File: src/rtl/load_store_unit.sv
// RV32E load/store unit in front of the 16K x 32 byte-maskable data RAM.
// One request in flight: IDLE -> ACCESS -> RESP, or IDLE -> RESP for rejected accesses.
module load_store_unit #(
  parameter int ADDR_WORDS_LOG2 = 14
) (
  input  logic                       clk,
  input  logic                       rst,
  input  logic                       req_valid,
  output logic                       req_ready,
  input  logic                       req_write,
  input  logic [2:0]                 req_funct3,
  input  logic [31:0]                req_addr,
  input  logic [31:0]                req_wdata,
  output logic                       resp_valid,
  output logic [31:0]                resp_rdata,
  output logic                       resp_error,
  output logic [3:0]                 mem_write_mask,
  output logic [ADDR_WORDS_LOG2-1:0] mem_addr,
  output logic [31:0]                mem_write_data,
  input  logic [31:0]                mem_read_data
);

  localparam int BA_W = ADDR_WORDS_LOG2 + 2;

  localparam logic [1:0] IDLE   = 2'd0;
  localparam logic [1:0] ACCESS = 2'd1;
  localparam logic [1:0] RESP   = 2'd2;

  function automatic logic req_illegal(input logic wr, input logic [2:0] f3,
                                       input logic [31:0] a);
    logic out_of_range, bad_f3, misalign;
    out_of_range = |a[31:BA_W];
    bad_f3       = wr ? (f3 > 3'b010) : ((f3 == 3'b011) || (f3[2:1] == 2'b11));
    misalign     = ((f3[1:0] == 2'b01) && a[0]) ||
                   ((f3[1:0] == 2'b10) && (a[1:0] != 2'b00));
    return out_of_range || bad_f3 || misalign;
  endfunction

  function automatic logic [31:0] load_extract(input logic [2:0] f3, input logic [1:0] lane,
                                               input logic [31:0] word);
    logic signed [7:0]  byte_s;
    logic signed [15:0] half_s;
    logic [31:0]        res;
    byte_s = word[{lane, 3'b000} +: 8];
    half_s = word[{lane[1], 4'b0000} +: 16];
    case (f3)
      3'b000:  res = 32'(byte_s);
      3'b001:  res = 32'(half_s);
      3'b100:  res = {24'd0, byte_s};
      3'b101:  res = {16'd0, half_s};
      default: res = word;
    endcase
    return res;
  endfunction

  function automatic logic [3:0] store_mask(input logic [2:0] f3, input logic [1:0] lane);
    case (f3[1:0])
      2'b00:   return 4'b0001 << lane;
      2'b01:   return 4'b0011 << lane;
      default: return 4'b1111;
    endcase
  endfunction

  function automatic logic [31:0] store_data(input logic [2:0] f3, input logic [31:0] wd);
    case (f3[1:0])
      2'b00:   return {4{wd[7:0]}};
      2'b01:   return {2{wd[15:0]}};
      default: return wd;
    endcase
  endfunction

  logic [1:0]                 state_q, state_d;
  logic                       write_q, write_d;
  logic [2:0]                 funct3_q, funct3_d;
  logic [1:0]                 lane_q, lane_d;
  logic                       err_q, err_d;
  logic [ADDR_WORDS_LOG2-1:0] mem_addr_q, mem_addr_d;
  logic [31:0]                mem_wdata_q, mem_wdata_d;
  logic                       resp_valid_q, resp_valid_d;
  logic [31:0]                resp_rdata_q, resp_rdata_d;
  logic                       resp_error_q, resp_error_d;
  logic                       req_err;

  assign req_err = req_illegal(req_write, req_funct3, req_addr);

  always_comb begin
    state_d      = state_q;
    write_d      = write_q;
    funct3_d     = funct3_q;
    lane_d       = lane_q;
    err_d        = err_q;
    mem_addr_d   = mem_addr_q;
    mem_wdata_d  = mem_wdata_q;
    resp_valid_d = 1'b0;
    resp_rdata_d = 32'd0;
    resp_error_d = 1'b0;
    case (state_q)
      IDLE: begin
        if (req_valid) begin
          write_d  = req_write;
          funct3_d = req_funct3;
          lane_d   = req_addr[1:0];
          err_d    = req_err;
          state_d  = req_err ? RESP : ACCESS;
          // Rejected requests leave the memory-side registers untouched.
          if (!req_err) begin
            mem_addr_d = req_addr[BA_W-1:2];
            if (req_write) mem_wdata_d = store_data(req_funct3, req_wdata);
          end
        end
      end
      ACCESS: state_d = RESP;
      RESP: begin
        state_d      = IDLE;
        resp_valid_d = 1'b1;
        resp_error_d = err_q;
        // RAM read data for the word presented in ACCESS is valid now.
        if (!err_q && !write_q) resp_rdata_d = load_extract(funct3_q, lane_q, mem_read_data);
      end
      default: state_d = IDLE;
    endcase
  end

  always_ff @(posedge clk) begin
    if (rst) begin
      state_q      <= IDLE;
      write_q      <= 1'b0;
      funct3_q     <= 3'd0;
      lane_q       <= 2'd0;
      err_q        <= 1'b0;
      mem_addr_q   <= '0;
      mem_wdata_q  <= 32'd0;
      resp_valid_q <= 1'b0;
      resp_rdata_q <= 32'd0;
      resp_error_q <= 1'b0;
    end else begin
      state_q      <= state_d;
      write_q      <= write_d;
      funct3_q     <= funct3_d;
      lane_q       <= lane_d;
      err_q        <= err_d;
      mem_addr_q   <= mem_addr_d;
      mem_wdata_q  <= mem_wdata_d;
      resp_valid_q <= resp_valid_d;
      resp_rdata_q <= resp_rdata_d;
      resp_error_q <= resp_error_d;
    end
  end

  // Reset gates the write strobe combinationally so an in-flight store never lands.
  assign mem_write_mask = (state_q == ACCESS && write_q && !rst) ?
                          store_mask(funct3_q, lane_q) : 4'b0000;
  assign req_ready      = (state_q == IDLE);
  assign mem_addr       = mem_addr_q;
  assign mem_write_data = mem_wdata_q;
  assign resp_valid     = resp_valid_q;
  assign resp_rdata     = resp_rdata_q;
  assign resp_error     = resp_error_q;

endmodule

File: config.mk
export PLATFORM = sky130hd
export DESIGN_NAME = load_store_unit
export DESIGN_NICKNAME = d
export VERILOG_FILES = /design/src/rtl/load_store_unit.sv
export SDC_FILE = /design/constraint.sdc
export NUM_CORES = 1
export LEC_CHECK = 0
export ABC_AREA = 1
export BUFFER_PORTS_ARGS = -buffer_cell sky130_fd_sc_hd__buf_2
export CORE_MARGIN = 2
export CORE_UTILIZATION = 47
export DETAILED_ROUTE_END_ITERATION = 7
export GPL_ROUTABILITY_DRIVEN = 0
export GPL_TIMING_DRIVEN = 0
export PLACE_DENSITY = 0.82
export SLEW_MARGIN = 0
export SYNTH_ARGS = -nofsm -noshare
export SYNTH_HDL_FRONTEND = slang
export SYNTH_SLANG_ARGS = --single-unit
File: constraint.sdc
create_clock -name clk -period 1.6 [get_ports clk]
set_clock_uncertainty 0.15 [all_clocks]
set_input_delay 0.24 -clock clk [delete_from_list [all_inputs] [get_ports clk]]
set_output_delay 0.24 -clock clk [all_outputs]
set_load 0.03 [all_outputs]
==> run summary, run 1 <==
### GRT
- 5,063 — via count of the first global-routing pass
- 0 — initial antenna violation count
- 29.1% — overall track demand over capacity in global routing
- 22.8 mm — global-route wire length before repair
- 0 — global route total overflow
- 16 — maximum number of pins on one net before global-route repair

### Clock network
- done — clock tree from TritonCTS
- 370 ps — clock latency at the later pin of the worst-skew pair
- 89 — clock sink total
- 9 — number of CTS-inserted buffers
- clkbuf_8 — clock root buffer master
- 3 — maximum level of the CTS H-tree
- 2 — clock tree buffer depth
- 90 ps — clock-pin slew reported for the worst setup and hold paths after clock tree synthesis

### Layout
- 968 — number of nets in the layout
- 0.00634 mm^2 — post-route standard cell area excluding fillers
- 51.1% — relative area change from synthesis to final layout
- 73.1% — Layout Utilization
- 37.2% — share of layout cells above drive strength 1
- 666 — filler instances

### Place
- 10.5 mm — half-perimeter wire length after detailed placement
- -379 ps — post-place setup slack
- 0.00529 mm^2 — instance area at placement
- 186 — number of I/O port buffers

### Power and ir drop
- 777 mW/mm^2 — Power per Cell Area
- 3.33 nW — Leakage
- 0.000550 V — largest vdd supply drop
- 0.00493 W — Pwr Total

### Hold path
- req_addr[11] — Hold Crit Start
- input pin to register — HP Class

### Detailed routing
- 16.4 um — WL/cell
- 6 — router iterations before antenna repair
- 0 — drt drc
- 5,531 — via total after detailed routing
- 405 — iteration-0 DRC count of the detailed router
- 5.65 — vias per std cell
- 0 — Routed Antenna Nets
- 16.1 mm — drt total wl

### Critical path
- 5 — Crit Path Max Fanout
- funct3_q[1] — worst setup path startpoint
- output pin — endpoint kind of the worst setup timing path
- state_q[0] — Reg-to-Reg Start
- 1470 ps — data arrival at the endpoint of the critical path
- register — element type at the critical path start
- resp_rdata[15] — Worst R2R End
- 7 — cells on worst reg2reg path
- register to output pin — critical setup path kind
- -150 ps — flop-to-flop setup slack
- 1210 ps — Data required, critical path
- mem_write_mask[2] — Worst Setup EP

### STA
- 66.5% — worst slew margin relative to its limit
- 0.538 GHz — peak clock frequency supported by timing
- 503 ps — Worst Max-Slew Pin Slew
- yes — unrepaired setup endpoints after global routing
- -260 ps — Worst Setup Slack, final
- 0 — final hold vios
- 0 — number of pins with negative max-slew slack in the final report
- 1860 ps — final critical-path required period
- 116% — Tcrit/Tclk final
- 43 — total setup violations reported at the end of the flow

### Die
- 48.3% — Initial Utilization
- 98.5 um — Die Span X
- 0.00868 mm^2 — placeable core area
- 0.00970 mm^2 — area of the die
- 34 — row cnt
- 98.5 um — vertical die dimension
- 188 — number of primary I/O pins

### Logic synthesis
- 6.71 um^2 — mean post-synth cell area
- 89 — Synth Register Bits
- 26 — unique cell type count in the Yosys netlist
- 42.5% — sequential element share of the synthesized area
- 0.00420 mm^2 — Cell Area, Synth
- 0 — synth warn
- 728 — Post-Syn Nets
- 625 — post-synthesis cell count

### Run
- 0 — number of max-capacitance violations reported

### Status
- finished, violations left — outcome
- setup timing — violated checks

[kinds of logic after synthesis]
| kind of cell | Yosys count | synth area share [%] |
|---|---|---|
| AO/OA/AOI/OAI | 117 | 14.9 |
| AND/OR/NAND/NOR | 319 | 32.3 |
| buffers and inverters | 100 | 10.3 |
| flip-flops | 89 | 42.5 |
[area by class of cell]
cell class	count	area [um^2]	share of cell area, %
repair buffers	229	1430	22.5
multi-input cells	436	2210	34.9
inverters	57	225	3.55
clock buffers	9	124	1.95
well taps	108	135	2.13
flip-flops and latches	89	1800	28.3
diodes	2	5.00	0.0789
clock inverters	6	67.6	1.07
plain buffers	43	349	5.51
[worst min path at each step]
stage                    end  slack (ps)  cells after the start
2_1_floorplan     state_q[0]         160                      1
3_3_place_gp      state_q[0]         290                      2
3_5_place_dp      state_q[0]         290                      2
4_1_cts        resp_rdata[2]           8                      3
5_1_grt        resp_rdata[2]          20                      3
6_report         mem_addr[9]          10                      3
[where the power goes]
part	switching [W]	internal [W]	leakage, nW	total [W]
clock	0.000870	0.000722	0.0921	0.00159
combinational	0.000623	0.000439	2.52	0.00106
sequential	0.0000226	0.00225	0.723	0.00227
total	0.00152	0.00341	3.33	0.00493
[synthesized netlist by cell type]
master / count / area, um^2
nor2_4: 2 / 22.5
o21ai_0: 15 / 75.1
nor3_2: 1 / 10.0
a211oi_1: 1 / 7.51
nand3_1: 72 / 360
buf_6: 4 / 45.0
nand2_1: 137 / 514
o21ai_1: 1 / 5.00
nand4_1: 15 / 93.8
dfxtp_1: 89 / 1780
nand2_2: 2 / 12.5
clkbuf_1: 14 / 52.6
or2_2: 1 / 6.26
nor2_1: 88 / 330
a22o_1: 2 / 17.5
a31oi_1: 2 / 12.5
clkbuf_2: 1 / 5.00
inv_2: 4 / 15.0
a21oi_1: 80 / 400
buf_2: 18 / 90.1
nor2_2: 1 / 6.26
buf_1: 5 / 18.8
o22ai_1: 11 / 68.8
inv_1: 53 / 199
a22oi_1: 5 / 37.5
buf_4: 1 / 7.51
[timing repair]
| item | CTS | global route |
|---|---|---|
| hold buffers | 15 | 0 |
| gates cloned | 0 | 7 |
| endpoints found under the hold margin | 15 | 0 |
| buffers inserted | 8 | 13 |
| pin swaps | 5 | 32 |
| gates resized for setup | 51 | 85 |
| endpoints found under the setup margin | 73 | 74 |
[critical path, stage by stage, from the launching register on]
cell and delay [ps]:
dfxtp_4 390, inv_2 50, buf_8 130, o21ai_4 70, nor2_4 60, a211oi_4 230
buf_6 160
[metrics by stage]
step,TNS [ps],std cells,hold slack (ps)
6_report,-3840,979,12.8
5_1_grt,-9260,977,20.1
4_1_cts,-1820,957,7.75
3_5_place_dp,-13840,919,290
3_3_place_gp,-11390,919,289
2_1_floorplan,-68.2,625,162
[metal layers]
metal  part of all wire, %  vias to the layer above  global-route usage (%)  wire length, um
met2                    49                      422                    52.0             7850
li1                      -                     2528                       -                -
met4                   6.0                        0                    16.5              968
met5                     0                        -                       0                0
met3                    10                       99                    7.02             1680
met1                    35                     2482                    31.4             5570
[registers in the layout (all words and copies together), names as in the netlist]
name,count
state_q,2
write_q,1
resp_valid,1
mem_write_data,32
err_q,1
resp_rdata,32
resp_error,1
mem_addr,14
lane_q,2
funct3_q,3
[placed cells by master, fill, tap and decap left out, types with 9 or more instances in the layout]
cell,instances
buf_6,17
inv_1,47
dfxtp_1,83
clkbuf_8,10
buf_2,191
nand3_1,61
nor2_1,78
o21ai_0,14
nand3_2,9
a21oi_1,71
dlygate4sd3_1,15
buf_4,21
o22ai_1,11
nand2_1,130
nand4_1,15
(Power assumes the default switching activity.)
==> inputs of run 2 (changes only) <==
--- a/config.mk
+++ b/config.mk
@@ -6,6 +6,7 @@
 export NUM_CORES = 1
 export LEC_CHECK = 0
 export ABC_AREA = 1
+export ABC_CLOCK_PERIOD_IN_PS = 1600
 export BUFFER_PORTS_ARGS = -buffer_cell sky130_fd_sc_hd__buf_2
 export CORE_MARGIN = 2
 export CORE_UTILIZATION = 47
@@ -13,6 +14,7 @@
 export GPL_ROUTABILITY_DRIVEN = 0
 export GPL_TIMING_DRIVEN = 0
 export PLACE_DENSITY = 0.82
+export SETUP_SLACK_MARGIN = 0.05
 export SLEW_MARGIN = 0
 export SYNTH_ARGS = -nofsm -noshare
 export SYNTH_HDL_FRONTEND = slang
==> run 2 against run 1 <==
Compared with the run above:
- the flow still finishes with violations (setup timing)
- critical path depth decreased by 1
- power up 1.7%
- via count is 2.1% lower
- worst setup slack gained 31 ps
- wire length fell by 4.2%
- maximum frequency rose by 1.7%
- cell count did not move
- global-route usage is 1.1 points lower
- highest routed layer unchanged
==> run summary, run 2 (synthesis results as in run 1) <==
### Layout
- 641 — filler instances
- buf_2 — commonest non-fill, non-tap cell in the layout
- 53.4% — relative area change from synthesis to final layout
- 40.0% — share of layout cells above drive strength 1
- 0.00643 mm^2 — post-route standard cell area excluding fillers
- 0 — count of antenna diodes in the layout
- 188 x buf_2, 125 x nand2_1, 82 x dfxtp_1, 75 x a21oi_1, 75 x nor2_1 — commonest cells after routing, fill and taps aside
- 979 — final standard cell count with taps included and fillers excluded
- 969 — number of nets in the layout

### Status
- setup timing — violated checks
- finished, violations left — outcome

### Critical path
- 1440 ps — data arrival at the endpoint of the critical path
- resp_rdata[1] — Worst R2R End
- register to output pin — critical setup path kind
- -30 ps — flop-to-flop setup slack
- 5 — Crit Path Max Fanout
- register — element type at the critical path start
- output pin — endpoint kind of the worst setup timing path
- 1210 ps — Data required, critical path
- funct3_q[1] — Reg-to-Reg Start
- 7 — cells on worst reg2reg path
- funct3_q[1] — worst setup path startpoint

### Power and ir drop
- 3.39 nW — Leakage
- 779 mW/mm^2 — Power per Cell Area
- 0.00501 W — Pwr Total
- 0.000440 V — largest vdd supply drop

### Hold path
- input pin to register — HP Class
- resp_rdata[6] — Hold Path End
- 3 — number of cells on the worst hold path
- mem_read_data[6] — Hold Crit Start

### Place
- 186 — number of I/O port buffers
- 10.3 mm — half-perimeter wire length after detailed placement
- 919 — Cell Count Post-Placement
- -382 ps — post-place setup slack
- 0.00529 mm^2 — instance area at placement

### STA
- 0 — number of pins with negative max-slew slack in the final report
- 0 — final hold vios
- 565 ps — Worst Max-Slew Pin Slew
- 1830 ps — final critical-path required period
- 62.4% — worst slew margin relative to its limit
- -229 ps — Worst Setup Slack, final
- 0.547 GHz — peak clock frequency supported by timing
- yes — unrepaired setup endpoints after global routing
- 6 — total setup violations reported at the end of the flow
- 114% — Tcrit/Tclk final

### GRT
- 16 — maximum number of pins on one net before global-route repair
- 1 — initial antenna violation count
- 28.0% — overall track demand over capacity in global routing
- 0 — global route total overflow
- 22.0 mm — global-route wire length before repair
- 4,876 — via count of the first global-routing pass

### Die
- 48.3% — Initial Utilization
- 98.5 um — vertical die dimension
- 0.00970 mm^2 — area of the die
- 0.00868 mm^2 — placeable core area
- 98.5 um — Die Span X
- 34 — row cnt
- 188 — number of primary I/O pins

### Detailed routing
- 5.53 — vias per std cell
- 5 — router iterations before antenna repair
- 15.4 mm — drt total wl
- 291 — iteration-0 DRC count of the detailed router
- 5,413 — via total after detailed routing
- 0 — Routed Antenna Nets
- 15.7 um — WL/cell
- 0 — drt drc

### Clock network
- 90 ps — clock-pin slew reported for the worst setup and hold paths after clock tree synthesis
- 9 — number of CTS-inserted buffers
- clkbuf_8 — clock root buffer master
- 3 — maximum level of the CTS H-tree
- 360 ps — clock latency at the later pin of the worst-skew pair
- done — clock tree from TritonCTS
- 2 — clock tree buffer depth
- 89 — clock sink total

### Run
- 0 — number of max-capacitance violations reported

-- run 2: cell types whose count changed in the layout (fill, tap and decap cells not counted), moves of 4 or more --
cell and change:
nand2_2 +5, nand3_1 -16, nand3_2 +16, a21oi_1 +4
nand2_1 -5
-- run 2: cell type report --
cell class	instances	area, um^2	share of cell area [%]
repair buffers	230	1420	22.0
inverters	57	219	3.40
well taps	108	135	2.10
plain buffers	43	365	5.68
multi-input cells	436	2300	35.7
clock buffers	11	141	2.20
clock inverters	5	62.6	0.972
flip-flops and latches	89	1800	27.9
-- run 2: timing repair --
| item | CTS | global route |
|---|---|---|
| endpoints found under the setup margin | 70 | 76 |
| resized for setup | 71 | 89 |
| endpoints found under the hold margin | 16 | 0 |
| pin swaps | 12 | 34 |
| setup buffers | 15 | 6 |
| cloned | 1 | 8 |
| hold buffers | 15 | 0 |
-- run 2: worst max path at each step --
stage / to / depth (start not counted)
after floorplan: mem_write_mask[1] / 4
after global placement: mem_write_mask[2] / 6
after detailed placement: mem_write_mask[2] / 6
after CTS: mem_write_mask[2] / 6
after global routing: mem_write_mask[2] / 5
final: mem_write_mask[2] / 5
-- run 2: per-layer routing --
metal	part of all wire, %	routed length, um	track usage (%)	vias up
li1	-	-	-	2519
met1	35	5340	31.2	2431
met2	50	7660	51.0	387
met3	11	1690	6.81	76
met4	4.5	695	11.3	0
met5	0	0	0	-
-- run 2: power by group --
part           switching (W)  internal, W  leakage [nW]
clock               0.000826     0.000774        0.0962
sequential         0.0000239      0.00225         0.723
combinational       0.000655     0.000482          2.57
total                0.00151      0.00351          3.39
-- run 2: critical path, stage by stage (launching register included) --
cell and delay (ps):
dfxtp_4 390, inv_4 40, buf_8 120, buf_12 130, a211oi_4 230, buf_6 170
-- run 2: metrics by stage --
stage / setup TNS [ps] / hold WS, ps / utilization, %
after floorplan: -68.2 / 162 / -
after global placement: -9610 / 287 / 61.0
after detailed placement: -14220 / 295 / 61.0
after CTS: -672 / 15.3 / 68.8
after global routing: -2250 / 31.3 / 74.1
final: -791 / 21.3 / 74.1
==> inputs of run 3 (changes only) <==
==> config.mk (replaced) <==
export PLATFORM = sky130hd
export DESIGN_NAME = load_store_unit
export DESIGN_NICKNAME = d
export VERILOG_FILES = /design/src/rtl/load_store_unit.sv
export SDC_FILE = /design/constraint.sdc
export NUM_CORES = 1
export LEC_CHECK = 0
export ABC_CLOCK_PERIOD_IN_PS = 1600
export BUFFER_PORTS_ARGS = -buffer_cell sky130_fd_sc_hd__buf_2
export CORE_MARGIN = 2
export CORE_UTILIZATION = 48
export DETAILED_ROUTE_END_ITERATION = 7
export GPL_ROUTABILITY_DRIVEN = 0
export PLACE_DENSITY = 0.83
export SETUP_SLACK_MARGIN = 0.05
export SLEW_MARGIN = 5
export SYNTH_ARGS = -nofsm -noshare
export SYNTH_HDL_FRONTEND = slang
export SYNTH_SLANG_ARGS = --single-unit
==> run 3 against run 2 <==
Compared with the run above:
- count of clock-buffer cells in the layout increased by 1
- the flow still finishes with violations (setup timing)
- cell count is 15% lower
- combinational power fell by 16%
==> run summary, run 3 <==
### Power and ir drop
- 0.00481 W — Pwr Total
- 3.10 nW — Leakage
- 0.000444 V — largest vdd supply drop
- 716 mW/mm^2 — Power per Cell Area

### STA
- -381 ps — Worst Setup Slack, final
- 0 — number of pins with negative max-slew slack in the final report
- 0.505 GHz — peak clock frequency supported by timing
- yes — unrepaired setup endpoints after global routing
- 600 ps — Worst Max-Slew Pin Slew
- -16,210 ps — TNS Setup
- 60.0% — worst slew margin relative to its limit
- 124% — Tcrit/Tclk final
- 80 — total setup violations reported at the end of the flow
- 16.4 ps — post-route worst hold slack
- 1980 ps — final critical-path required period
- 0 — final hold vios

### Clock network
- 9 — number of CTS-inserted buffers
- 90 ps — clock-pin slew reported for the worst setup and hold paths after clock tree synthesis
- done — clock tree from TritonCTS
- 2 — clock tree buffer depth
- 89 — clock sink total
- 3 — maximum level of the CTS H-tree
- 350 ps — clock latency at the later pin of the worst-skew pair
- clkbuf_8 — clock root buffer master

### Detailed routing
- 18.5 um — WL/cell
- 202 — iteration-0 DRC count of the detailed router
- 0 — Routed Antenna Nets
- 4,561 — via total after detailed routing
- 15.4 mm — drt total wl
- 0 — drt drc
- 7 — router iterations before antenna repair
- 5.50 — vias per std cell

### Logic synthesis
- 470 — post-synthesis cell count
- 89 — Synth Register Bits
- 89 x dfxtp_1, 65 x nand2_1, 63 x nand2b_1 — most used standard cells in the synthesized netlist
- 9.04 um^2 — mean post-synth cell area
- 0 — EDFF count, synth
- 41.9% — sequential element share of the synthesized area
- 0% — FFs w/ async S/R, synth
- dfxtp_1 — most used standard cell by instance count after synthesis
- dfxtp_1 — top cell type by total area after synthesis
- 0 — synth warn
- dfxtp_1 42%, mux2i_1 11%, nand2b_1 9.3% — top cells by area, synth
- 42 — unique cell type count in the Yosys netlist
- dfxtp_1 — dominant synthesized flop cell
- 573 — Post-Syn Nets
- 0.00425 mm^2 — Cell Area, Synth
- 41.9% — share of Yosys cell area claimed by the top area cell type

### Die
- 0.00962 mm^2 — area of the die
- 98.1 um — Die Span X
- 0.00864 mm^2 — placeable core area
- 188 — number of primary I/O pins
- 98.1 um — vertical die dimension
- 49.2% — Initial Utilization
- 34 — row cnt

### Layout
- 50.8% — share of layout cells above drive strength 1
- 830 — final standard cell count with taps included and fillers excluded
- 820 — number of nets in the layout
- buf_2 — commonest non-fill, non-tap cell in the layout
- 182 x buf_2, 84 x dfxtp_1, 61 x nand2b_1, 58 x nand2_1, 45 x mux2i_1 — commonest cells after routing, fill and taps aside
- 58.1% — relative area change from synthesis to final layout
- 0 — count of antenna diodes in the layout
- 0.00672 mm^2 — post-route standard cell area excluding fillers

### GRT
- 29.5% — overall track demand over capacity in global routing
- 70 — maximum number of pins on one net before global-route repair
- 1 — initial antenna violation count
- 4,628 — via count of the first global-routing pass
- 0 — global route total overflow
- 22.6 mm — global-route wire length before repair

### Place
- 9.62 mm — half-perimeter wire length after detailed placement
- 187 — number of I/O port buffers
- 771 — Cell Count Post-Placement
- 0.00565 mm^2 — instance area at placement

### Critical path
- 12 — Crit Path Max Fanout
- nor3b_4, nand2_2, or4_4, buf_12, mux2_4 — Cell Chain, Critical Path
- register to register — critical setup path kind
- 1700 ps — Data required, critical path
- register — endpoint kind of the worst setup timing path
- or4_4 — cell with the largest stage delay on the worst path
- 510 ps — delay contributed by the slowest stage of the critical path
- register — element type at the critical path start
- 2080 ps — data arrival at the endpoint of the critical path

### Run
- 0 — number of max-capacitance violations reported

### Status
- finished, violations left — outcome
- setup timing — violated checks

### Hold path
- input pin to register — HP Class

[run 3: cell type report]
class | instances | area [um^2]
fillers | 565 | 1920
well taps | 108 | 135
inverters | 4 | 15.0
clock buffers | 12 | 145
repair buffers | 271 | 1840
flip-flops and latches | 89 | 1790
clock inverters | 4 | 52.6
multi-input cells | 342 | 2740
[run 3: cells by family (layout without fill, tap and decap cells)]
group	Yosys count	in the layout	synth area share, %
multiplexers	66	66	18.0
flip-flops	89	89	41.9
AND/OR/NAND/NOR	187	188	22.8
buffers and inverters	40	291	4.86
AO/OA/AOI/OAI	88	88	12.4
[run 3: through the flow]
step	utilization (%)	worst slack [ps]
after global placement	65.5	-502
after floorplan	-	-449
after global routing	77.8	-406
final	77.8	-381
after CTS	75.2	-343
after detailed placement	65.5	-528
[run 3: worst max-delay path: cells and delay by family, from the launching register on]
kind                   cells  cell delay [ps]
and+or+nand+nor            3              850
muxes                      1              300
buffers and inverters      1              190
DFF                        1              370
[run 3: metal layers]
metal	global-route usage (%)	vias up	routed length, um	part of all wire, %
li1	-	2099	-	-
met1	32.0	2151	5610	36
met2	54.9	262	8040	52
met3	5.23	47	1160	7.5
met4	14.2	2	551	3.6
met5	0	-	13	0.085
[run 3: power by group]
part / total [W] / internal (W) / switching [W] / leakage [nW]
logic: 0.000959 / 0.000422 / 0.000537 / 2.29
registers: 0.00227 / 0.00225 / 0.0000247 / 0.722
clock network: 0.00158 / 0.000767 / 0.000811 / 0.0888
total: 0.00481 / 0.00344 / 0.00137 / 3.10
[run 3: path summary, 6_finish.rpt]
path	startpoint	slack, ps	cells past startpoint	to
worst max-delay path	state_q[1]	-380	5	mem_write_data[20]
worst min-delay path	req_addr[4]	20	3	mem_addr[2]
worst max register to register	state_q[1]	-380	5	mem_write_data[20]
worst min register to register	mem_addr[5]	330	2	mem_addr[5]
[run 3: timing repair]
item,in CTS,in global routing
cloned,6,0
resized for setup,64,43
hold buffers,17,0
endpoints found under the setup margin,78,85
buffers inserted,13,11
pin swaps,9,14
hold endpoints to repair,17,0
